--- config.mk ---
export PLATFORM = sky130hd
export DESIGN_NAME = water_level_emulator
export DESIGN_NICKNAME = d
export VERILOG_FILES = /design/src/rtl/water_level_emulator.sv
export SDC_FILE = /design/constraint.sdc
export NUM_CORES = 1
export LEC_CHECK = 0
export ABC_AREA = 0
export BUFFER_PORTS_ARGS = -buffer_cell sky130_fd_sc_hd__buf_2
export CAP_MARGIN = 10
export CORE_MARGIN = 2
export CORE_UTILIZATION = 40
export CTS_BUF_LIST = sky130_fd_sc_hd__clkbuf_8 sky130_fd_sc_hd__clkbuf_16
export DETAILED_ROUTE_END_ITERATION = 7
export SLEW_MARGIN = 5
export SYNTH_ARGS = -nofsm -noshare
export SYNTH_HDL_FRONTEND = slang
export SYNTH_SLANG_ARGS = --single-unit
--- constraint.sdc ---
create_clock -name clk -period 3 [get_ports clk]
set_input_delay 0.45 -clock clk [delete_from_list [all_inputs] [get_ports clk]]
set_output_delay 0.45 -clock clk [all_outputs]
set_load 0.01 [all_outputs]
--- src/rtl/water_level_emulator.sv ---
// Water level emulator: ramps an emulated tank level toward a commanded target,
// one level every STEP_CYCLES clocks, and presents the level as the active-low
// one-hot sensor pattern that the downstream level encoder expects.
module water_level_emulator #(
   parameter int STEP_CYCLES = 4
) (
   input  logic       clk,
   input  logic       rst,
   input  logic       cmd_valid,
   input  logic [2:0] cmd_level,
   output logic       cmd_ready,
   output logic [7:0] sensor_out,
   output logic [2:0] cur_level,
   output logic       busy,
   output logic       done
);

   typedef enum logic [1:0] {
      IDLE = 2'd0,
      RAMP = 2'd1,
      DONE = 2'd2
   } state_t;

   // Last counter value before a level step is taken.
   localparam logic [7:0] STEP_LAST = 8'(STEP_CYCLES - 1);

   state_t     state_r;
   state_t     state_s;
   logic [7:0] cnt_r;
   logic [7:0] cnt_s;
   logic [2:0] target_r;
   logic [2:0] target_s;
   logic [2:0] level_r;
   logic [2:0] level_s;
   logic [2:0] step_level_s;

   // Active-low one-hot decode of a level: the bit at the level position reads 0.
   function automatic logic [7:0] level_to_sensor(input logic [2:0] lvl);
      level_to_sensor = ~(8'd1 << lvl);
   endfunction

   // State and datapath registers; reset forces the block back to an idle tank at level 0.
   always_ff @(posedge clk or posedge rst) begin
      if (rst) begin
         state_r  <= IDLE;
         cnt_r    <= 8'd0;
         target_r <= 3'd0;
         level_r  <= 3'd0;
      end else begin
         state_r  <= state_s;
         cnt_r    <= cnt_s;
         target_r <= target_s;
         level_r  <= level_s;
      end
   end

   // Next-state and next-datapath logic: accept in IDLE, step in RAMP, single-cycle DONE.
   always_comb begin
      state_s  = state_r;
      cnt_s    = cnt_r;
      target_s = target_r;
      level_s  = level_r;
      // Only used in RAMP, where target differs from level, so this never wraps.
      if (target_r > level_r) begin
         step_level_s = level_r + 3'd1;
      end else begin
         step_level_s = level_r - 3'd1;
      end
      case (state_r)
         IDLE: begin
            if (cmd_valid) begin
               target_s = cmd_level;
               cnt_s    = 8'd0;
               if (cmd_level == level_r) begin
                  state_s = DONE;
               end else begin
                  state_s = RAMP;
               end
            end else begin
               state_s = IDLE;
            end
         end
         RAMP: begin
            if (cnt_r == STEP_LAST) begin
               cnt_s   = 8'd0;
               level_s = step_level_s;
               if (step_level_s == target_r) begin
                  state_s = DONE;
               end else begin
                  state_s = RAMP;
               end
            end else begin
               cnt_s = cnt_r + 8'd1;
            end
         end
         DONE: begin
            state_s = IDLE;
         end
         default: begin
            state_s = IDLE;
            cnt_s   = 8'd0;
         end
      endcase
   end

   // Outputs decoded directly from the registered state and level, no extra delay.
   always_comb begin
      cur_level  = level_r;
      sensor_out = level_to_sensor(level_r);
      case (state_r)
         IDLE: begin
            cmd_ready = 1'b1;
            busy      = 1'b0;
            done      = 1'b0;
         end
         RAMP: begin
            cmd_ready = 1'b0;
            busy      = 1'b1;
            done      = 1'b0;
         end
         DONE: begin
            cmd_ready = 1'b0;
            busy      = 1'b1;
            done      = 1'b1;
         end
         default: begin
            cmd_ready = 1'b0;
            busy      = 1'b1;
            done      = 1'b0;
         end
      endcase
   end

endmodule
After elaboration in Yosys (flattened, before gate mapping)
Cells that the tools add are included.
- $add $sub $neg: 3
- shifts and indexed selects: 1
- reductions and logical operators: 4
- div/mod/pow operators: 0
- magnitude comparators: 1
- bitwise gates (word level): 2
- $mul: 0
- muxes and demuxes: 12
- equality and inequality tests: 7
- operator list (operator ; count):
    $pmux 8 s3 ; 1
    $mux 8 ; 2
    $add 8x1->8 const B ; 1
    $eq 8x2->1 const B ; 1
    $mux 2 ; 4
    $not 8->8 ; 1
    $shl 1x3->8 const A ; 1
    $eq 3x3->1 ; 2
    $reduce_and 2->1 ; 3
    $ne 2x2->1 const B ; 2
    $pmux 2 s2 ; 1
    $add 3x1->3 const B ; 1
    $gt 3x3->1 ; 1
    $mux 1 ; 3
    $mux 3 ; 1
    $sub 3x1->3 const B ; 1
    $eq 2x1->1 const B ; 1
    $eq 2x2->1 const B ; 1
    $logic_not 2->1 ; 1
    $not 1->1 ; 1
- bits in registers: 16
- bits in latches: 0
- word-level logic and storage cells: 34
- output and inout port bits: 14
- RAM bits: 0
- memories: 0
- ROM bits: 0

Longest topological paths before layout
- depth after elaboration: 6
- depth in mapped cells: 12
- gate-level depth less buffers: 11

Least setup slack after synthesis
Ideal clock, no wire load.
- path type: reg-to-reg
- start point: register level_r[1] (netlist: cur_level[1])
- end point: register state_r[0]
- cell stages (with the launch flop): 12
- setup slack: 58 ps
- period minus slack after synthesis: 2942 ps
- data arrival time: 2812 ps
- cells stage by stage: dfrtp_1 clkbuf_1 inv_1 ha_1 and2b_1 o21ai_1 a32oi_2 fa_1 xnor2_1 xnor2_1 xnor2_1 o41a_1
- cells in the longest elaborated chain, start to end: 6
- elaborated cells on any way between the ends: 11
- ends and longest elaborated chain (what ; RTL line ; source):
    from (decl) ; 33 ; logic [2:0] level_r;
    from (signal assigned) ; 53 ; level_r <= level_s;
    $sub 3x1->3, or another cell as far along ; 67 ; step_level_s = level_r - 3'd1;
    $mux 3 ; 64 ; if (target_r > level_r) begin
    $eq 3x3->1 ; 87 ; if (step_level_s == target_r) begin
    $mux 2 ; 87 ;
    $mux 2 ; 84 ; if (cnt_r == STEP_LAST) begin
    $pmux 2 s2 (*) ; 69 ; case (state_r)
    to (signal assigned) ; 50 ; state_r <= state_s;
    to (decl) ; 27 ; state_t state_r;
Every way passes the cells marked *; elsewhere a longest branch is shown, timed or not. The select of a mux whose other input is x is not followed.
A chain may end at the register's enable or synchronous reset.

Worst setup path after layout
Same ends and word-level chain as after synthesis.

==> flow_summary.ini <==
[run_status]
status = complete, no violations

[route]
firstDrtPassIters = 4
antenna_left = 0
drtIter0Drc = 18
drt-total-wl_um = 2328
drc_errors = 0
routedWlPerCell_um = 13.78
via_per_inst = 5.284
vias = 893

[synthesis]
synth-xor-area-share = 0.07919
synth_fa_ha_area_frac = 0.06335
synth_area_leaders = dfrtp_1 36%, xnor2_1 7.1%, nand3_1 5.0%
synthesis.area_um2 = 1106
synth.avg_cell_area_um2 = 9.454
synth_seq_cells = 16
ys_seq_area_frac = 0.3620
synth_compound_area_frac = 0.1810
synth_top_family_by_area = simple AND/OR/NAND/NOR gates
synthMuxAreaShare = 0.02036
synth-simple-area-share = 0.2229
synth_top_cell_area_share = 0.3620
yosys.area.top_type = dfrtp_1
ys_warn_count = 0
synthCells = 117
ys_types = 41
syn_nets = 128

[place]
dp_hpwl_um = 1811
place_area_um2 = 1210
gp_congestion = 0.8012
portBuffers = 19
dpl.cell_count = 165

[worst_setup_path]
cp.required_ns = 3.14
cp_data_arrival_time_ns = 2.91
crit_fanout = 5
start_kind = flip-flop
worst_setup_path_end_kind = flip-flop
criticalPathCategory = reg2reg

[global_routing]
grt_pass1_vias = 924
track_usage = 0.1671
grt_pass1_wl_um = 4202
antenna_found_initial = 0
grt_max_degree = 17
overflow = 0

[sta]
hold_ws_ns = 0.2609
hold_violations = 0
maxSlewHeadroom = 0.5486
finalSetupViolations = 0
fin_crit_sh = 0.9222
rsz0062_at_grt = false
worstMarginPinSlew_ns = 0.6770
finalCriticalPeriod_ns = 2.767
finalSetupTns_ns = 0
drv_slew = 0
fmax_mhz = 361.4
clock_skew_ns = 0.003592

[cts]
holdBufCountCts = 0
cts.sinks = 16
clock_path_buffers = 2
cts_made_buffers = 3
clk_pin_slew_ns = 0.07
htree_num_levels = 1
clockRootBuffer = clkbuf_8
cts_tree = yes
cts_setup_buffers = 0
clk_latency_ns = 0.26
post_cts_resized = 0

[pwr]
ir_drop_v = 0.0007622
powerDensity_nw_per_um2 = 1277
p_total_mw = 1.615
power.leakage_nw = 0.5430

[cells_and_area]
drive_above_1_share = 0.2754
final_cells = 169
n_antenna_cell = 0
final_common_cell = buf_2
fillCellCount = 276
area.growth.synth_to_final_pct = 14.37
postLayoutCellArea_um2 = 1265
mostFrequentLayoutCells = 19 x buf_2, 16 x dfrtp_1, 11 x nand3_1
final_nets = 150

[floorplan]
die_x_um = 56.59
core_um2 = 2686
die_y_um = 56.59
rows = 19
pin_count = 20
die-area_um2 = 3202
initial_utilization = 0.4117

[worst_hold_path]
hold_path.class = in2async

[run]
drv_cap = 0
-- state kept, by name, summed over array words and instances, names as in the netlist --
register and flops:
cur_level 3, target_r 3, state_r 2, cnt_r 8
-- stage by stage --
step / utilization / setup slack (ns)
floorplan: - / 0.05848
global placement: 0.4504 / 0.3155
detailed placement: 0.4504 / 0.2397
CTS: 0.4709 / 0.2368
global route: 0.4709 / 0.04888
finish: 0.4709 / 0.2333
-- kinds of logic (layout without fill, tap and decap cells) --
group                    count (synthesis)  in the layout
AO/OA/AOI/OAI                           26             26
AND/OR/NAND/NOR                         45             45
XOR/XNOR                                10             10
buffers and inverters                   13             34
flip-flops                              16             16
multiplexers                             2              2
adder cells (fa/ha/maj)                  5              5
-- synthesized netlist by cell type --
library cell,instances
dfrtp_1,16
nand3_1,11
inv_1,9
nand2_1,9
xnor2_1,9
nor2_1,6
o21ai_0,6
o21ai_1,6
ha_1,4
a21oi_1,3
and3_1,2
and3_2,2
clkbuf_1,2
mux2_2,2
nand4_1,2
nor2b_1,2
o31ai_1,2
a22o_1,1
a31oi_1,1
a31oi_2,1
a32oi_2,1
and2_1,1
and2b_1,1
and2b_2,1
buf_2,1
bufbuf_16,1
fa_1,1
nand2_2,1
nand2b_1,1
nor3_1,1
nor3_2,1
o2111ai_1,1
o31ai_4,1
o41a_1,1
o41ai_1,1
o41ai_2,1
or2_2,1
or2b_1,1
or4_1,1
or4_4,1
xor2_1,1
-- area by class of cell --
class / count / area (um^2) / area share
multi-input cells: 88 / 626.9 / 0.4956
clock buffers: 4 / 55.05 / 0.04352
inverters: 9 / 33.78 / 0.02671
well taps: 31 / 38.79 / 0.03066
repair buffers: 21 / 110.1 / 0.08704
flip-flops and latches: 16 / 400.4 / 0.3165
-- metal layers --
metal,vias up,share of wire,track usage
li1,458,-,-
met1,419,0.51,0.2398
met2,14,0.45,0.2492
met3,2,0.032,0.02535
met4,0,0.013,0.07143
met5,-,0,0
-- power breakdown --
part           internal [mW]  leakage, nW  switching, mW
logic                  0.445        0.314          0.585
clock network          0.117       0.0288         0.0818
registers              0.297        0.200         0.0895
-- final timing paths --
path                              startpoint  cells past startpoint  slack [ns]            to
worst min-delay path                     rst                      2        0.26  cur_level[2]
worst max-delay path            cur_level[1]                     10        0.23    state_r[0]
worst min register to register      cnt_r[7]                      1        0.49      cnt_r[7]
min in group clk                cmd_level[0]                      3        0.43   target_r[0]
max in group asynchronous                rst                      2        2.33      cnt_r[3]
worst max register to register  cur_level[1]                     10        0.23    state_r[0]
-- critical path, stage by stage (launching register included) --
cell	delay, ns
dfrtp_1	0.38
inv_1	0.15
ha_1	0.30
and2b_1	0.20
o21ai_1	0.14
a32oi_2	0.09
fa_1	0.47
xnor2_1	0.22
xnor2_1	0.16
xnor2_1	0.13
o41a_1	0.41
Note: power is estimated with default switching activity, not from simulation.
